## config.mk

```make
export PLATFORM = sky130hd
export DESIGN_NAME = mem_arbiter
export DESIGN_NICKNAME = d
export VERILOG_FILES = /design/src/rtl/mem_arbiter.sv
export SDC_FILE = /design/constraint.sdc
export NUM_CORES = 1
export LEC_CHECK = 0
export ABC_AREA = 1
export BUFFER_PORTS_ARGS = -buffer_cell sky130_fd_sc_hd__buf_2
export CAP_MARGIN = 20
export CORE_UTILIZATION = 45
export DETAILED_ROUTE_END_ITERATION = 10
export MAX_ROUTING_LAYER = met4
export PLACE_DENSITY = 0.71
export SYNTH_ARGS = -nofsm -noshare
export SYNTH_HDL_FRONTEND = slang
export SYNTH_SLANG_ARGS = --single-unit
```

## constraint.sdc

```tcl
create_clock -name clk -period 2.74 [get_ports clk]
set_clock_uncertainty 0.1 [all_clocks]
set_input_delay 0.137 -clock clk [delete_from_list [all_inputs] [get_ports clk]]
set_output_delay 0.137 -clock clk [all_outputs]
set_load 0.02 [all_outputs]
```

## src/rtl/mem_arbiter.sv

```systemverilog
// Memory arbiter: shares one byte-wide RAM port between instruction fetch and load/store.
// Transfers are sequenced one byte per cycle. A completed transfer produces a one-cycle done
// pulse followed by a DONE cycle, which gives the requester time to drop its request.
module mem_arbiter (
    input  logic        clk,
    input  logic        rst,
    input  logic        rdy,
    input  logic [7:0]  mem_din,
    output logic [7:0]  mem_dout,
    output logic [31:0] mem_a,
    output logic        mem_wr,
    input  logic        io_buffer_full,
    input  logic        clear,
    input  logic        if_sig,
    input  logic [31:0] if_addr,
    output logic        if_done,
    output logic [31:0] if_data,
    input  logic        ls_sig,
    input  logic        ls_load_or_store,
    input  logic [2:0]  ls_len,
    input  logic [31:0] ls_addr,
    input  logic [31:0] ls_store_val,
    output logic        ls_done,
    output logic [31:0] ls_data
);

    typedef enum logic [2:0] {
        StIdle,
        StIfRead,
        StLsRead,
        StLsWrite,
        StDone
    } state_e;

    // UART-mapped window; stores here must wait while the output buffer is full
    localparam logic [31:0] IoLo = 32'h0003_0000;
    localparam logic [31:0] IoHi = 32'h0003_0007;

    state_e      state_q, state_d;
    logic [1:0]  cnt_q, cnt_d;       // index of the byte currently in flight
    logic [1:0]  last_q, last_d;     // index of the final byte (n - 1)
    logic [31:0] addr_q, addr_d;
    logic [31:0] wval_q, wval_d;
    logic [31:0] buf_q, buf_d;       // read bytes assembled so far, upper bytes zero
    logic        rr_ls_q, rr_ls_d;   // 1: load/store won the most recent grant
    logic [31:0] mem_a_q, mem_a_d;
    logic [7:0]  mem_dout_q, mem_dout_d;
    logic        mem_wr_q, mem_wr_d;
    logic        if_done_q, if_done_d;
    logic        ls_done_q, ls_done_d;
    logic [31:0] if_data_q, if_data_d;
    logic [31:0] ls_data_q, ls_data_d;

    logic        ls_is_io;
    logic        ls_blocked;
    logic        ls_req;
    logic        grant_ls;
    logic        grant_if;
    logic [1:0]  ls_last;
    logic [31:0] next_addr;

    assign mem_a    = mem_a_q;
    assign mem_dout = mem_dout_q;
    assign mem_wr   = mem_wr_q;
    assign if_done  = if_done_q;
    assign if_data  = if_data_q;
    assign ls_done  = ls_done_q;
    assign ls_data  = ls_data_q;

    assign ls_is_io   = (ls_addr >= IoLo) && (ls_addr <= IoHi);
    assign ls_blocked = ls_load_or_store && ls_is_io && io_buffer_full;
    assign ls_req     = ls_sig && !ls_blocked;

    // Address of the byte after the current one; wraps modulo 2^32
    assign next_addr = addr_q + {30'd0, cnt_q} + 32'd1;

    // Round-robin arbitration: on a conflict, grant whoever did not win last time
    always_comb begin
        grant_ls = ls_req && (!if_sig || !rr_ls_q);
        grant_if = if_sig && !grant_ls;
    end

    // Decode access length into final byte index; unsupported lengths act as a word
    always_comb begin
        case (ls_len)
            3'd1:    ls_last = 2'd0;
            3'd2:    ls_last = 2'd1;
            default: ls_last = 2'd3;
        endcase
    end

    // Next-state and output sequencing
    always_comb begin
        state_d    = state_q;
        cnt_d      = cnt_q;
        last_d     = last_q;
        addr_d     = addr_q;
        wval_d     = wval_q;
        buf_d      = buf_q;
        rr_ls_d    = rr_ls_q;
        mem_a_d    = mem_a_q;
        mem_dout_d = mem_dout_q;
        mem_wr_d   = mem_wr_q;
        if_data_d  = if_data_q;
        ls_data_d  = ls_data_q;
        if_done_d  = 1'b0;
        ls_done_d  = 1'b0;

        unique case (state_q)
            StIdle: begin
                // A flush in IDLE suppresses any grant on this edge
                if (!clear) begin
                    if (grant_ls) begin
                        rr_ls_d = 1'b1;
                        addr_d  = ls_addr;
                        last_d  = ls_last;
                        cnt_d   = 2'd0;
                        buf_d   = 32'd0;
                        mem_a_d = ls_addr;
                        if (ls_load_or_store) begin
                            state_d    = StLsWrite;
                            wval_d     = ls_store_val;
                            mem_wr_d   = 1'b1;
                            mem_dout_d = ls_store_val[7:0];
                        end else begin
                            state_d  = StLsRead;
                            mem_wr_d = 1'b0;
                        end
                    end else if (grant_if) begin
                        rr_ls_d  = 1'b0;
                        addr_d   = if_addr;
                        last_d   = 2'd3;
                        cnt_d    = 2'd0;
                        buf_d    = 32'd0;
                        mem_a_d  = if_addr;
                        mem_wr_d = 1'b0;
                        state_d  = StIfRead;
                    end
                end
            end

            StIfRead, StLsRead: begin
                if (clear) begin
                    // Abort a speculative read: no done, result registers untouched
                    state_d = StIdle;
                    cnt_d   = 2'd0;
                end else begin
                    buf_d[{cnt_q, 3'b000} +: 8] = mem_din;
                    mem_a_d = next_addr;
                    if (cnt_q == last_q) begin
                        cnt_d   = 2'd0;
                        state_d = StDone;
                        if (state_q == StIfRead) begin
                            if_data_d = buf_d;
                            if_done_d = 1'b1;
                        end else begin
                            ls_data_d = buf_d;
                            ls_done_d = 1'b1;
                        end
                    end else begin
                        cnt_d = cnt_q + 2'd1;
                    end
                end
            end

            StLsWrite: begin
                // Committed stores run to completion regardless of clear
                if (cnt_q == last_q) begin
                    mem_wr_d  = 1'b0;
                    ls_done_d = 1'b1;
                    cnt_d     = 2'd0;
                    state_d   = StDone;
                end else begin
                    cnt_d      = cnt_q + 2'd1;
                    mem_a_d    = next_addr;
                    mem_dout_d = wval_q[{cnt_d, 3'b000} +: 8];
                end
            end

            StDone: begin
                state_d = StIdle;
            end

            default: begin
                state_d  = StIdle;
                mem_wr_d = 1'b0;
            end
        endcase
    end

    // State register: rst wins over everything, rdy low freezes the whole block
    always_ff @(posedge clk) begin
        if (rst) begin
            state_q    <= StIdle;
            cnt_q      <= 2'd0;
            last_q     <= 2'd0;
            addr_q     <= 32'd0;
            wval_q     <= 32'd0;
            buf_q      <= 32'd0;
            rr_ls_q    <= 1'b0;
            mem_a_q    <= 32'd0;
            mem_dout_q <= 8'd0;
            mem_wr_q   <= 1'b0;
            if_done_q  <= 1'b0;
            ls_done_q  <= 1'b0;
            if_data_q  <= 32'd0;
            ls_data_q  <= 32'd0;
        end else if (rdy) begin
            state_q    <= state_d;
            cnt_q      <= cnt_d;
            last_q     <= last_d;
            addr_q     <= addr_d;
            wval_q     <= wval_d;
            buf_q      <= buf_d;
            rr_ls_q    <= rr_ls_d;
            mem_a_q    <= mem_a_d;
            mem_dout_q <= mem_dout_d;
            mem_wr_q   <= mem_wr_d;
            if_done_q  <= if_done_d;
            ls_done_q  <= ls_done_d;
            if_data_q  <= if_data_d;
            ls_data_q  <= ls_data_d;
        end
    end

endmodule

```

* Word level (Yosys, flattened, before mapping)
Index checks and enable logic that the tools add are counted.
** Storage, ports and cells
- Logic and storage cells :: 117
- Bits in registers :: 211
- Output and inout bits :: 107
- Input bits :: 115
** Operators by class
- Shift operators :: 3
- Multiplexer cells :: 49
- Order comparisons :: 2
- Reductions and logical operators :: 28
- Bitwise logic cells :: 3
- Add/sub/neg operators :: 4
- Eq/ne operators :: 14
** Operators with widths (number)
- $mux W32 :: 9
- $pmux W32 S3 :: 1
- $pmux W32 S2 :: 1
- $add A32 B1 Y32 const B :: 1
- $add A32 B2 Y32 :: 1
- $bwmux W32 :: 1
- $ge A32 B18 Y1 const B :: 1
- $le A32 B18 Y1 const B :: 1
- $mux W8 :: 4
- $shift A8 B7 Y32 const A :: 1
- $shiftx A32 B6 Y8 :: 1
- $shiftx A8 B7 Y32 :: 1
- $reduce_and A5 Y1 :: 5
- $pmux W8 S2 :: 1
- $mux W1 :: 15
- $mux W3 :: 5
- $mux W2 :: 7
- $ne A2 B2 Y1 const B :: 6
- $reduce_and A6 Y1 :: 2
- $eq A3 B2 Y1 const B :: 3
- $pmux W3 S3 :: 1
- $reduce_and A4 Y1 :: 2
- $neg A5 Y7 :: 1
- $eq A3 B1 Y1 const B :: 2
- 18 further kinds :: 30

* Depth between registers and ports, before layout
Gate-level depths: netlist (run 1).
- Depth after elaboration :: 13
- Gate-level depth with buffers :: 16
- Depth with buffers taken out :: 14

* Least setup slack after synthesis (run 1)
Ideal clock, no wire load.
- Path kind :: reg2reg
- From :: reg cnt_q[0]
- To :: reg mem_a_q[4], in the netlist mem_a[4]
- Data required time :: 2.526 ns
- Buffers on the path :: 2
- Cell stages (with the launch flop) :: 13
- Arrival :: 2.299 ns
- Path slack :: 0.227 ns
- Library setup time :: 0.114 ns
- Clock period less this slack :: 2.513 ns
- Cell sequence :: dfxtp_1 -> buf_4 -> inv_1 -> clkbuf_1 -> ha_1 -> inv_1 -> fa_1 -> nand2_1 -> nor2_1 -> xor2_1 -> or2_2 -> a21oi_1 -> nor2_1
** On the way
- Word-level cells in the longest chain between the ends :: 4
- Elaborated cells between the ends (all ways) :: 8
- Those cells by class :: add/sub (2); eq/ne (2); mux (3); reduce/logical (1)
** RTL lines
- start, declared :: line 40 : logic [1:0] cnt_q, cnt_d;
- start signal, assigned :: line 210 : cnt_q <= cnt_d;
- $add A32 B2 Y32 :: line 75 : assign next_addr = addr_q + {30'd0, cnt_q} + 32'd1;
- $add A32 B1 Y32 :: line 75
- $mux W32 (on tied branches) :: line 168, 143
- $pmux W32 S3 :: line 109 : unique case (state_q)
- end signal, assigned :: line 216 : mem_a_q <= mem_a_d;
- end, declared :: line 46 : logic [31:0] mem_a_q, mem_a_d;
Parallel ways exist; a longest one is shown, timed or not. The select of a mux whose other input is x is not followed.
A chain may end at the register's enable or synchronous reset.

* Final worst setup path (run 1)
- From :: reg rr_ls_q
- To :: reg addr_q[9]
** On the way
- Word-level cells in the longest chain between the ends :: 7
- Elaborated cells between the ends (all ways) :: 8
- Those cells by class :: mux (1); reduce/logical (7)
** RTL lines
- start, declared :: line 45 : logic rr_ls_q, rr_ls_d;
- start signal, assigned :: line 215 : rr_ls_q <= rr_ls_d;
- $logic_not A1 Y1 * :: line 79 : grant_ls = ls_req && (!if_sig || !rr_ls_q);
- $logic_or A1 B1 Y1 * :: line 79
- $logic_and A1 B1 Y1 * :: line 79
- $logic_not A1 Y1 :: line 80 : grant_if = if_sig && !grant_ls;
- $logic_and A1 B1 Y1 :: line 80
- $reduce_bool A2 Y1 (no line)
- $reduce_and A4 Y1 (no line)
- end signal, assigned :: line 212 : addr_q <= addr_d;
- end, declared :: line 42 : logic [31:0] addr_q, addr_d;
Mark *: on every way between the ends. The rest lies on a longest branch, timed or not.

==> impl_metrics.yaml, run 1 <==
die:
  die_h_um: 157
  fp.coreArea_sq_um: 23500
  dieArea_sq_um: 24600
  die_x_um: 157
  pin_count: 222
  initial_core_util_pct: 45.9
  rows: 56
clocking:
  cts.sinks: 211
  clk_latency_ns: 0.53
  cts_buffers: 23
  clock_path_buffers: 3
  cts.clk_slew.worst_paths_ns: 0.06
  post-cts-setup-buffer-count: 0
  cts_max_level: 1
  root_buffer: "clkbuf_16"
  cts_tree: "done"
worst_setup_path:
  path_buf_inv: 2
  worst-setup-path-type: "reg -> reg"
  critPathMaxStageDelay_ns: 0.61
  crit_fanout: 31
  cp_cell_sequence: "a21boi_2 > nand2_4 > nand2_2 > nand3_2 > inv_4 > nand3_1 > dlygate4sd3_1 > a21oi_1"
  cpMaxStageDelayCell: "dlygate4sd3_1"
  cp-end-kind: "register"
  worstSetupStartpointType: "register"
  cp.required_ns: 3.08
  cpLargestDelayFamily: "buffers and inverters"
  worstPathArrival_ns: 2.94
drt:
  drtAntennaViolNets: 0
  drtIter0Drc: 888
  post_drt_via_cell_ratio: 5.07
  wire_per_inst_um: 14.7
  drc_errors: 0
  dr_total_vias: 11605
  drt_first_pass_iters: 5
  routed_wl_mm: 33.7
timing:
  layout_min_cycle_time_ns: 2.60
  max_freq_mhz: 384
  final-setup-viol-count: 0
  fin_crit_sh_pct: 95.0
  worst_slack_ns: 0.136
  worst_slew_pin_slew_ns: 0.654
  rsz0062_at_grt: "false"
  final-hold-violation-count: 0
  slew_headroom_pct: 56.4
  drv_slew: 0
  fin_tns_setup_ns: 0
logic_synthesis:
  yosys_most_used_dff: "dfxtp_1"
  yosysTopAreaCell: "dfxtp_1"
  netlist_area_sq_um: 10800
  syn_area_per_cell_sq_um: 6.52
  seq_area_frac_synth_pct: 39.2
  synth_edf_count: 0
  synthTopCellsByArea: "dfxtp_1 (39%), nand2_1 (13%), nor2_1 (11%)"
  syn_inst: 1654
  syn-num-nets: 1777
  yosys_warnings: 0
  yosysTopAreaCellShare_pct: 39.2
  synth-seq-cells: 211
  synth_cell_type_count: 44
  ys_async_sr_fraction_pct: 0
layout:
  area_delta_synth_final_pct: 30.2
  drive_gt1_share_pct: 18.6
  nets: 2075
  final_common_cell: "nand2_1"
  final_cell_mix: "nand2_1 (380), nor2_1 (302), buf_2 (221)"
grt:
  grt_pass1_vias: 10850
  antenna_found_initial: 1
  grt-ovfl-total: 0
  grt_max_degree: 67
  grt_usage_pct: 27.5
  grt_pass1_wl_mm: 52.9
placement:
  dp_hpwl_mm: 22.8
  place.gp.congestion: 0.943
  port_buffers: 221
  place_ws_ns: 0.437
worst_hold_path:
  hp-class: "in -> reg"
status:
  status: "finished clean"
power:
  ir_worst_vdd_mv: 0.462
  p_leak_nw: 6.55
  power.density_nw_per_um2: 652
flow_run:
  maxCapViolations: 0
## per-stage QoR
stage          instance area [sq um]  std cells  power, mW  hold slack, ns  utilization (%)
2_1_floorplan                  10800       1654       5.08           0.170                -
3_3_place_gp                   12100       2132       5.66           0.292             51.5
3_5_place_dp                   12100       2132       5.69           0.293             51.5
4_1_cts                        14000       2288       9.19        0.000389             59.8
5_1_grt                        14000       2289       9.61          0.0355             59.8
6_report                       14000       2289       9.16         0.00879             59.8
## state kept, by name (all words and copies together) (netlist names)
signal	count
mem_wr	1
ls_done	1
if_data	32
addr_q	32
mem_a	32
buf_q	32
last_q	2
state_q	3
ls_data	32
if_done	1
wval_q	32
rr_ls_q	1
cnt_q	2
mem_dout	8
## repair_timing
item,4_1_cts,5_1_grt
endpoints found under the setup margin,0,26
endpoints found under the hold margin,108,0
gates resized for setup,0,2
hold buffers,114,0
## worst paths after layout
path                    start         to  slack (ns)  depth (start not counted)
setup / recovery      rr_ls_q  addr_q[9]        0.14                          8
hold / removal    if_addr[29]  mem_a[29]       0.009                          7
setup reg to reg      rr_ls_q  addr_q[9]        0.14                          8
hold reg to reg       if_done    if_done        0.36                          2
## worst min-delay path, stage by stage
cell,delay (ns)
buf_2,0.08
inv_1,0.03
nand2_1,0.05
nand2_1,0.09
nand2_1,0.07
a21oi_1,0.06
nor2_1,0.07
## power breakdown
group | switching [mW] | internal [mW] | total (mW)
Sequential | 0.159 | 3.33 | 3.49
Clock | 1.32 | 2.06 | 3.38
Combinational | 1.49 | 0.799 | 2.29
## Yosys cell counts, drive strengths merged, types with 13 or more instances
cell / count
buf: 53
nor3: 20
inv: 187
dfxtp: 211
nand3: 115
o22ai: 29
nand2: 390
clkbuf: 33
xor2: 13
a21oi: 110
nor2: 322
o21ai: 119
## kinds of logic (layout without fill, tap and decap cells)
kind of cell / Yosys count / count (layout) / synth area share, %
AO/OA/AOI/OAI: 277 / 277 / 14.2
XOR/XNOR: 19 / 19 / 1.54
adder cells (fa/ha/maj): 8 / 8 / 0.998
buffers and inverters: 273 / 588 / 10.6
flip-flops: 211 / 211 / 39.2
other: 0 / 1 / 0
AND/OR/NAND/NOR: 866 / 866 / 33.4
## layer usage
metal | routed length [um] | up-vias | global-route usage [%] | share of wire [%]
met5 | 0 | - | - | 0
met4 | 1450 | 0 | 12.5 | 4.3
met3 | 1890 | 95 | 3.41 | 5.6
met2 | 16200 | 403 | 47.2 | 48
met1 | 14200 | 5285 | 32.1 | 42
li1 | - | 5822 | - | -
## cell type report
class,instances,area [sq um]
Inverter,187,709
Clock buffer,32,659
Antenna cell,1,2.50
Sequential cell,211,4220
Clock inverter,10,160
Timing Repair Buffer,359,2460
Fill cell,2182,9430
Tap cell,319,399
Multi-Input combinational cell,1170,5430
Power figures use the tool's default switching activity.
==> run 2, diff against run 1 <==
==> constraint.sdc (replaced) <==
create_clock -name clk -period 2.54 [get_ports clk]
set_clock_uncertainty 0.1 [all_clocks]
set_input_delay 0.127 -clock clk [delete_from_list [all_inputs] [get_ports clk]]
set_output_delay 0.127 -clock clk [all_outputs]
set_load 0.02 [all_outputs]
==> run 2 against run 1 <==
Compared with the run above:
- critical path depth increased by 7
- critical endpoint is now addr_q[2]
- cell count grew 0.74%
- global-route usage increased by 0.67 points
- count of clock-buffer cells in the layout increased by 2
- worst hold slack better by 0.0083 ns
- power is 8.5% higher
==> impl_metrics.yaml, run 2 (synthesis results as in run 1) <==
worst_setup_path:
  cp_cell_sequence: "dlygate4sd3_1 > buf_2 > inv_2 > nand2_1 > nor2_1 > nand2_1 > nor2_1 > nand2_2 > nand2_4 > buf_4 > clkbuf_16 > or2_2 > nand3_1 > dlygate4sd3_1 > a21oi_1"
  cpMaxStageDelayCell: "dlygate4sd3_1"
  cp-end-kind: "register"
  worstPathArrival_ns: 2.74
  r2r_end: "addr_q[2]"
  critPathMaxStageDelay_ns: 0.56
  path_buf_inv: 6
  worstSetupStartpointType: "input pin"
  reg2reg_slack_ns: 0.11
  rr_startpoint: "rr_ls_q"
  cp.required_ns: 2.81
  worst-setup-path-type: "in -> reg"
  cpLargestDelayFamily: "buffers and inverters"
  rr_worst_depth: 8
  crit_fanout: 21
power:
  combPwrFrac_pct: 25.8
  p_clk_share_pct: 36.3
  p_switching_mw: 3.23
  p_seq_share_pct: 37.8
  p_int_mw: 6.72
  power.density_nw_per_um2: 697
  p_leak_nw: 6.68
  ir_worst_vdd_mv: 0.534
  p_sw_share_pct: 32.4
layout:
  final_common_cell: "nand2_1"
  drive_gt1_share_pct: 19.0
  final_area_sq_um: 14300
  final_cell_mix: "nand2_1 (380), nor2_1 (302), buf_2 (221)"
  final_cells: 2306
  nets: 2092
  area_delta_synth_final_pct: 32.2
drt:
  drtIter0Drc: 874
  drt_first_pass_iters: 5
  routed_wl_mm: 34.3
  drc_errors: 0
  drtAntennaViolNets: 0
  dr_total_vias: 11679
  wire_per_inst_um: 14.9
  post_drt_via_cell_ratio: 5.06
clocking:
  cts.sinks: 211
  cts_max_level: 1
  cts_tree: "done"
  cts.clk_slew.worst_paths_ns: 0.06
  root_buffer: "clkbuf_16"
  clock_path_buffers: 3
  cts_buffers: 24
  clk_latency_ns: 0.52
grt:
  grt-ovfl-total: 0
  grt_usage_pct: 28.2
  grt_max_degree: 103
  antenna_found_initial: 1
  grt_pass1_wl_mm: 54.0
  grt_pass1_vias: 11001
flow_run:
  maxCapViolations: 0
status:
  status: "finished clean"
worst_hold_path:
  holdPathEnd: "if_data[20]"
  worstHoldStart: "mem_din[4]"
  hp-class: "in -> reg"
  min_path_cells: 3
die:
  pin_count: 222
  fp.coreArea_sq_um: 23500
  die_x_um: 157
  rows: 56
  initial_core_util_pct: 45.9
  dieArea_sq_um: 24600
  die_h_um: 157
placement:
  place.gp.congestion: 0.974
  dp_hpwl_mm: 22.7
  port_buffers: 221
  dpl_cell_area_sq_um: 12100
  dp.cells: 2135
timing:
  fin_crit_sh_pct: 97.4
  layout_min_cycle_time_ns: 2.47
  final-hold-violation-count: 0
  worst_slew_pin_slew_ns: 0.673
  max_freq_mhz: 404
  slew_headroom_pct: 55.1
  drv_slew: 0
  final-setup-viol-count: 0
## run 2: cell types whose count changed in the layout (fill, tap and decap cells not counted), sizes merged
cell | before | now
dlygate4sd3 | 114 | 123
inv | 189 | 187
buf | 245 | 251
bufinv | 4 | 2
clkinv | 3 | 7
clkbuf | 32 | 35
clkinvlp | 1 | 0
## run 2: cell type report
cell class                 instances  area, sq um
multi-input combinational       1170         5430
tap                              319          399
inverter                         187          714
timing repair buffer             375         2650
antenna                            1         2.50
sequential                       211         4220
clock buffer                      34          729
clock inverter                     9          103
fill                            2243         9210
## run 2: what timing repair did
| item | 4_1_cts | 5_1_grt |
|---|---|---|
| setup buffers | 0 | 3 |
| hold endpoints to repair | 120 | 0 |
| endpoints found under the setup margin | 0 | 25 |
| resized for setup | 0 | 7 |
| hold buffers | 123 | 0 |
## run 2: tightest hold or removal path, stage by stage
cell	delay (ns)
buf_2	0.14
a32oi_1	0.18
a21oi_1	0.14
## run 2: power by group through the flow
stage	registers, mW	clock network (mW)	logic [mW]
2_1_floorplan	3.99	0	1.49
3_3_place_gp	3.83	0	2.30
3_5_place_dp	3.83	0	2.33
4_1_cts	3.76	3.67	2.53
5_1_grt	3.79	3.80	2.84
6_report	3.76	3.61	2.57
## run 2: how the worst max path moves through the flow
| stage | endpoint | slack (ns) | depth (start not counted) | start |
|---|---|---|---|---|
| 5_1_grt | addr_q[2] | -0.02 | 15 | ls_addr[3] |
| 3_3_place_gp | mem_a[17] | 0.26 | 11 | cnt_q[1] |
| 4_1_cts | addr_q[20] | 0.03 | 15 | ls_addr[28] |
| 2_1_floorplan | mem_a[4] | 0.03 | 12 | cnt_q[0] |
| 6_report | addr_q[2] | 0.07 | 15 | ls_addr[28] |
| 3_5_place_dp | mem_a[17] | 0.24 | 11 | cnt_q[1] |
## run 2: layer usage
layer | track usage (%) | part of all wire (%)
met3 | 3.66 | 5.4
met2 | 49.2 | 49
met4 | 10.7 | 3.6
met1 | 32.8 | 42
met5 | - | 0
## run 2: stage by stage
step | TNS (ns) | setup WS (ns) | hold slack, ns | utilization [%] | total power [mW]
3_5_place_dp | 0 | 0.242 | 0.283 | 51.7 | 6.16
6_report | 0 | 0.0665 | 0.0171 | 60.7 | 9.95
5_1_grt | -0.0578 | -0.0215 | 0.0349 | 60.7 | 10.4
3_3_place_gp | 0 | 0.259 | 0.279 | 51.7 | 6.12
4_1_cts | 0 | 0.0268 | 0.000608 | 60.5 | 9.96
2_1_floorplan | 0 | 0.0272 | 0.160 | - | 5.48
